## src/rtl/lane_stat_accum.sv

```systemverilog
// lane_stat_accum: two-stage statistics accumulator for one Interlaken lane.
// Stage 1 registers the sum of three per-word error counts. Stage 2 adds
// that sum into a wide running counter. A level snapshot request reads
// and clears the counter in a single edge, and the addend that enters
// stage 2 on that edge is still counted.
// Optional feature: define LANE_STAT_SAT_EN to make the counter saturate
// at all ones. When it is undefined, the counter wraps.
module lane_stat_accum #(
  parameter int WIDTH     = 8,
  parameter int CNT_WIDTH = 32
) (
  input  logic                 clk,
  input  logic                 arst,
  input  logic                 in_valid,
  input  logic [WIDTH-1:0]     a,
  input  logic [WIDTH-1:0]     b,
  input  logic [WIDTH-1:0]     c,
  input  logic                 snap_req,
  output logic                 snap_ack,
  output logic [CNT_WIDTH-1:0] snap_value,
  output logic                 snap_ovf,
  output logic [CNT_WIDTH-1:0] count,
  output logic                 ovf
);

  // Three WIDTH-bit addends need two extra bits so the sum cannot truncate.
  localparam int SW = WIDTH + 2;
  // The stage-2 sum has one extra bit, which is the carry-out used as the overflow flag.
  localparam int AW = CNT_WIDTH + 1;

  // The counter must be able to hold at least one full-scale addend.
  generate
    if (CNT_WIDTH < WIDTH + 2) begin : g_cfg_err
      $error("lane_stat_accum: CNT_WIDTH must be >= WIDTH+2");
    end
  endgenerate

  logic [SW-1:0]        in_sum;
  logic [SW-1:0]        s1;
  logic                 v1;
  logic [AW-1:0]        add;
  logic [AW-1:0]        sum;
  logic                 overflow;
  logic [CNT_WIDTH-1:0] next_cnt;
  logic                 snap_take;

  assign in_sum = SW'(a) + SW'(b) + SW'(c);

  // Stage 1: capture the per-word sum. The valid bit is tracked every cycle.
  // NOTE: clocked state uses non-blocking assignments so every register
  // samples the values that were present before the edge.
  always_ff @(posedge clk or posedge arst) begin
    if (arst) begin
      s1 <= '0;
      v1 <= 1'b0;
    end else begin
      v1 <= in_valid;
      if (in_valid) s1 <= in_sum;
    end
  end

  // Stage 2: form the addend, compute the sum with its carry-out, and apply the wrap or saturate rule.
  // NOTE: every combinational output gets a default first, so no path can infer a latch.
  always_comb begin
    add = '0;
    if (v1) add = AW'(s1);
    sum      = {1'b0, count} + add;
    overflow = sum[CNT_WIDTH];
`ifdef LANE_STAT_SAT_EN
    next_cnt = overflow ? {CNT_WIDTH{1'b1}} : sum[CNT_WIDTH-1:0];
`else
    next_cnt = sum[CNT_WIDTH-1:0];
`endif
  end

  // A request is accepted only when no ack is showing. This produces one-cycle acks, and a held request is retaken every other cycle.
  assign snap_take = snap_req & ~snap_ack;

  // Accumulator, sticky overflow, and the atomic snapshot-and-clear.
  always_ff @(posedge clk or posedge arst) begin
    if (arst) begin
      count      <= '0;
      ovf        <= 1'b0;
      snap_ack   <= 1'b0;
      snap_value <= '0;
      snap_ovf   <= 1'b0;
    end else begin
      snap_ack <= snap_take;
      if (snap_take) begin
        snap_value <= next_cnt;
        snap_ovf   <= ovf | overflow;
        count      <= '0;
        ovf        <= 1'b0;
      end else begin
        count <= next_cnt;
        ovf   <= ovf | overflow;
      end
    end
  end

endmodule

```

## config.mk

```make
export PLATFORM = sky130hd
export DESIGN_NAME = lane_stat_accum
export DESIGN_NICKNAME = d
export VERILOG_FILES = /design/src/rtl/lane_stat_accum.sv
export SDC_FILE = /design/constraint.sdc
export NUM_CORES = 1
export LEC_CHECK = 0
export BUFFER_PORTS_ARGS = -buffer_cell sky130_fd_sc_hd__buf_2
export CAP_MARGIN = 20
export CORE_ASPECT_RATIO = 1.5
export CORE_MARGIN = 2
export CORE_UTILIZATION = 45
export DETAILED_ROUTE_END_ITERATION = 16
export PLACE_DENSITY_LB_ADDON = 0.2
export SLEW_MARGIN = 10
export SYNTH_ARGS = -nofsm -noshare
export SYNTH_HDL_FRONTEND = slang
export SYNTH_SLANG_ARGS = --single-unit
```

## constraint.sdc

```tcl
create_clock -name clk -period 3.8 [get_ports clk]
set_input_delay 0.57 -clock clk [delete_from_list [all_inputs] [get_ports clk]]
set_output_delay 0.57 -clock clk [all_outputs]
set_load 0.03 [all_outputs]
```

==> flow_summary_export.csv, run 1 <==
group,metric,value,unit
status,status,"finished, final reports clean",
setup_path,cp.required,3.99,ns
logic_synthesis,yosys_register_bits,78,
timing,slew_viol_final,0,
logic_synthesis,ys_warn_count,0,
detailed_routing,drc_errors,0,
logic_synthesis,yosysUniqueCellTypes,50,
power,netSwitchingFraction,0.3635,
grt,gr-total-overflow,0,
detailed_routing,drt_pass1_iterations,4,
logic_synthesis,synth_ff_type,"dfrtp_1",
layout,nets,552,
floorplanning,core,8828,um2
floorplanning,die_x,81.64,um
power,p_per_area,575.6,nW/um2
detailed_routing,vias_per_cell,5.245,
detailed_routing,wl_per_cell,13.95,um
grt,grt_pass1_vias,3229,
placed_design,hpwl,6.383,mm
worst_hold_path,min_path_type,"primary input to asynchronous set/reset pin",
job,drv_cap,0,
setup_path,cp_top_family,"compound AO/OA/AOI/OAI gates",
timing,fin_tns_setup,0,ns
timing,rsz0062_at_grt,"false",
setup_path,end_kind,"flip-flop",
layout,layout_commonest_cell,"buf_2",
floorplanning,io-pin-count,95,
floorplanning,die_area,9834,um2
timing,setup_viol,0,
cts,post_cts_resized,0,
layout,area_growth,21.28,%
detailed_routing,wl,8.535,mm
layout,n_fill_cell,816,
detailed_routing,vias,3210,
placed_design,dpl_worst_slack,0.7264,ns
cts,clock_sinks,78,
logic_synthesis,syn_avg_cell_area,10.10,um2
power,p_leak,2.465,nW
grt,grt_pass1_wl,14.26,mm
setup_path,timing.rr.start,"v1",
setup_path,r2r_cells,9,
power,peakVddDrop,303.0,uV
setup_path,criticalPathCategory,"flip-flop to flip-flop",
detailed_routing,dr.first_iter.drc_count,118,
layout,antenna_cells,0,
timing,whs,0.2762,ns
grt,antenna_found_initial,0,
timing,finalHoldViolCount,0,
setup_path,crit_path_max_fanout,11,
layout,layout-drive-gt1-share,0.2649,
placed_design,port_buffers,94,
setup_path,arrival,3.04,ns
floorplanning,num_rows,42,
logic_synthesis,synth_edf_count,0,
logic_synthesis,yosysTopAreaCell,"dfrtp_1",
setup_path,r2r-end,"snap_ovf",
cts,numCtsBuffers,9,
floorplanning,initial_core_util,0.4609,
logic_synthesis,yosysSeqAreaShare,0.4797,
setup_path,cpMaxStageDelayCell,"dfrtp_1",
grt,grt_max_degree,69,
power,internal_power,1.808,mW
timing,final.setup_skew,0.004447,ns
logic_synthesis,netlist_area,4069,um2
layout,mostFrequentLayoutCells,"buf_2 (94), dfrtp_1 (78), nand2_1 (53)",
setup_path,max_stage_delay,0.46,ns
timing,setup_slack,0.9499,ns
detailed_routing,route.antenna.remaining_nets,0,
power,combPwrFrac,0.343,
logic_synthesis,synth_area_leaders,"dfrtp_1 (48%), ha_1 (5.2%), fa_1 (4.9%), nand2_1 (4.9%), xnor2_1 (3.7%)",
power,p_seq_frac,0.371,
cts,clock_path_buffers,2,
logic_synthesis,synth_cells,403,
timing,fin_crit,2.850,ns
layout,multi_input_area,1986,um2
setup_path,crit_chain,"and2_1 > ha_1 > fa_1 > a211oi_1 > o21bai_1 > nand3_1 > a21oi_1 > a31oi_1 > o21ai_0",
placed_design,place.gp.congestion,0.7867,
cts,path_clk_slew,0.06,ns
layout,regArea,1952,um2
timing,fmax,350.9,MHz
logic_synthesis,synthArstFlopShare,1.000,
power,p_clk_frac,0.286,
setup_path,path_buf_inv,0,
cts,htreeDepth,3,
cts,cts-root-buf,"clkbuf_16",
setup_path,ff2ff_setup_slack,0.95,ns
cts,holdBufCountCts,0,
grt,grt_usage,0.1864,
timing,period_share,0.7500,
setup_path,crit_path_start_kind,"flip-flop",
power,p_sw,1.033,mW
logic_synthesis,synth_fp_nets,458,
cts,postCtsSetupRepairBufs,0,
timing,max_slew_margin,0.5921,
logic_synthesis,synth_top_cell_area_share,0.4797,
timing,tightestPinTransition,0.6119,ns
floorplanning,die_y,120.5,um
cts,clkLatencyLatePin,0.34,ns
cts,tritoncts,"built",
routing by layer:
layer / wire length (um) / track usage / part of all wire
met1: 3431 / 0.2125 / 0.40
met2: 4484 / 0.3248 / 0.53
met4: 200 / 0.08646 / 0.023
met3: 418 / 0.04030 / 0.049
met5: 0 / 0 / 0
registers in the layout, indices dropped and copies added, names as in the netlist:
| signal | count |
|---|---|
| count | 32 |
| snap_value | 32 |
| s1 | 10 |
| ovf | 1 |
| snap_ack | 1 |
| snap_ovf | 1 |
| v1 | 1 |
cell usage after synthesis (all sizes together), types with 2 or more instances:
| cell type | count |
|---|---|
| dfrtp | 78 |
| nand2 | 53 |
| o21ai | 38 |
| nor2 | 37 |
| a21oi | 19 |
| ha | 17 |
| xnor2 | 17 |
| inv | 14 |
| xor2 | 14 |
| and2 | 12 |
| clkbuf | 11 |
| fa | 10 |
| o211ai | 9 |
| and3 | 8 |
| a211oi | 6 |
| buf | 6 |
| mux2 | 5 |
| nand3 | 5 |
| nand4 | 5 |
| a21o | 4 |
| nor3 | 4 |
| o31ai | 3 |
| or3 | 3 |
| a21boi | 2 |
| a31oi | 2 |
| and4 | 2 |
| nor2b | 2 |
| nor3b | 2 |
| o2111ai | 2 |
through the flow:
| stage | total power, mW | area, um2 | instances | utilization |
|---|---|---|---|---|
| floorplan | 1.774 | 4069 | 403 | - |
| global placement | 2.029 | 4647 | 596 | 0.5264 |
| detailed placement | 2.053 | 4647 | 596 | 0.5264 |
| CTS | 2.882 | 4935 | 612 | 0.5590 |
| global route | 3.018 | 4935 | 612 | 0.5590 |
| finish | 2.841 | 4935 | 612 | 0.5590 |
how the worst max path moves through the flow:
stage          from        to  slack [ns]  depth (start not counted)
2_1_floorplan  a[1]     s1[7]        1.06                         10
3_3_place_gp   a[1]     s1[7]        0.81                         11
3_5_place_dp   a[1]     s1[7]        0.73                         11
4_1_cts          v1  snap_ovf        0.94                          9
5_1_grt          v1  snap_ovf        0.68                          9
6_report         v1  snap_ovf        0.95                          9
layout make-up:
cell class,instances,share of cell area
inverter,15,0.01141
timing repair buffer,100,0.1045
clock buffer,13,0.05477
multi-input combinational,293,0.4024
clock inverter,3,0.003550
sequential,78,0.3955
tap,110,0.02789
power by group through the flow:
stage	logic (mW)	registers, mW	clock network (mW)
floorplan	0.521	1.25	0
global placement	0.963	1.07	0
detailed placement	0.983	1.07	0
CTS	0.987	1.06	0.838
global route	1.08	1.07	0.860
finish	0.975	1.05	0.812
cells by family (layout without fill, tap and decap cells):
group                    Yosys count  count (layout)  synth area share
AND/OR/NAND/NOR                  137             137            0.1599
flip-flops                        78              78            0.4797
buffers and inverters             32             131           0.03290
multiplexers                       5               5           0.01384
XOR/XNOR                          31              31           0.06673
adder cells (fa/ha/maj)           27              27            0.1015
AO/OA/AOI/OAI                     93              93            0.1454
No activity file was read; power rests on OpenSTA's default activity.
==> run 2, diff against run 1 <==
clock period = 2.75 ns   (was 3.8 ns; I/O delays follow)
==> flow_summary_export.csv, run 2 (synthesized netlist as in run 1, its figures left out) <==
group,metric,value,unit
timing,setup_slack,0.2241,ns
timing,setup_viol,0,
grt,antenna_found_initial,0,
setup_path,criticalPathCategory,"flip-flop to flip-flop",
placed_design,dp.cells,603,
layout,layout_commonest_cell,"buf_2",
timing,period_share,0.9185,
power,p_seq_frac,0.372,
layout,nets,560,
layout,area_growth,23.03,%
setup_path,crit_path_start_kind,"flip-flop",
setup_path,crit_path_max_fanout,3,
detailed_routing,wl,8.876,mm
floorplanning,num_rows,42,
power,internal_power,2.485,mW
power,netSwitchingFraction,0.3655,
detailed_routing,drc_errors,0,
layout,instances_no_fill,620,
timing,fmax,395.9,MHz
power,p_leak,2.505,nW
power,p_clk_frac,0.273,
floorplanning,io-pin-count,95,
placed_design,dpl_cell_area,4712,um2
cts,clock_path_buffers,2,
layout,mostFrequentLayoutCells,"buf_2 (94), dfrtp_1 (78), nand2_1 (53)",
cts,htreeDepth,3,
layout,layout-drive-gt1-share,0.2745,
cts,tritoncts,"built",
power,p_sw,1.431,mW
floorplanning,initial_core_util,0.4609,
timing,final.setup_skew,0.004112,ns
cts,cts-root-buf,"clkbuf_16",
grt,gr-total-overflow,0,
grt,grt_usage,0.2011,
timing,rsz0062_at_grt,"false",
detailed_routing,drt_pass1_iterations,4,
timing,fin_crit,2.526,ns
layout,antenna_cells,0,
power,p_per_area,782.3,nW/um2
timing,slew_viol_final,0,
grt,grt_max_degree,69,
setup_path,end_kind,"flip-flop",
status,failed_checks,"negative hold slack",
placed_design,place.gp.congestion,0.8096,
floorplanning,die_x,81.64,um
power,peakVddDrop,402.3,uV
layout,final_util,0.5670,
timing,tightestPinTransition,0.6020,ns
cts,clock_sinks,78,
setup_path,timing.rr.start,"v1",
timing,finalHoldViolCount,1,
cts,path_clk_slew,0.06,ns
grt,grt_pass1_wl,15.21,mm
detailed_routing,route.antenna.remaining_nets,0,
detailed_routing,dr.first_iter.drc_count,137,
timing,max_slew_margin,0.5987,
placed_design,dpl_worst_slack,-0.05118,ns
floorplanning,core,8828,um2
power,combPwrFrac,0.355,
placed_design,port_buffers,94,
detailed_routing,vias,3241,
timing,whs,-0.001105,ns
status,status,"finished, violations left",
detailed_routing,wl_per_cell,14.32,um
setup_path,crit_path_start,"v1",
placed_design,hpwl,6.483,mm
floorplanning,die_area,9834,um2
detailed_routing,vias_per_cell,5.227,
layout,reg_top3,"count x32, snap_value x32, s1 x10",
cts,clkLatencyLatePin,0.33,ns
cts,numCtsBuffers,9,
job,drv_cap,0,
setup_path,arrival,2.71,ns
worst_hold_path,min_path_type,"primary input to asynchronous set/reset pin",
setup_path,cp.required,2.94,ns
layout,fin_area,5006,um2
grt,grt_pass1_vias,3400,
floorplanning,die_y,120.5,um
[run 2: changes by cell type in the layout (fill, tap and decap cells not counted), sizes merged]
| cell | delta |
|---|---|
| clkinvlp | -1 |
| clkinv | -1 |
| buf | +8 |
| clkbuf | +2 |
[run 2: path summary, 6_finish.rpt]
path | cells past startpoint | to | slack [ns]
worst max register to register | 9 | snap_value[8] | 0.22
worst min register to register | 2 | snap_value[19] | 0.47
worst min-delay path | 2 | snap_value[7] | -0.001
min in group clk | 1 | v1 | 0.36
max in group asynchronous | 4 | s1[3] | 2.15
worst max-delay path | 9 | snap_value[8] | 0.22
[run 2: layer usage]
| layer | track usage | up-vias | part of all wire |
|---|---|---|---|
| li1 | - | 1601 | - |
| met1 | 0.2253 | 1553 | 0.40 |
| met2 | 0.3596 | 81 | 0.54 |
| met3 | 0.03657 | 6 | 0.046 |
| met4 | 0.09271 | 0 | 0.011 |
| met5 | 0 | - | 0 |
[run 2: through the flow]
stage	total power, mW	TNS, ns
after global routing	4.184	0
final	3.916	0
after floorplan	2.452	0
after detailed placement	2.868	-0.05118
after global placement	2.837	0
after CTS	3.950	0
[run 2: worst max-delay path, stage by stage, from the launching register on]
cell and delay (ns):
dfrtp_1 0.38, and2_1 0.16, ha_1 0.21, fa_1 0.44
a211oi_2 0.26, o21bai_2 0.12, a2111oi_1 0.38, nor3_1 0.12
xnor2_1 0.22, o21ai_0 0.09
[run 2: power groups by stage]
stage	clock network [mW]	logic, mW	registers, mW
detailed placement	0	1.39	1.48
floorplan	0	0.720	1.73
global placement	0	1.37	1.47
CTS	1.09	1.40	1.46
finish	1.07	1.39	1.46
global route	1.14	1.56	1.49
[run 2: area by class of cell]
cell class / instances / area [um2]
flip-flops and latches: 78 / 1952
inverters: 15 / 56.30
repair buffers: 108 / 600.6
multi-input cells: 293 / 1997
well taps: 110 / 137.6
clock buffers: 15 / 257.7
clock inverters: 1 / 5.005
fillers: 793 / 3822
[run 2: timing repair]
action                     4_1_cts  5_1_grt
setup endpoints to repair        0        9
gates resized for setup          0        4
hold buffers                     0        0
buffers inserted                 0        0
hold endpoints to repair         0        0
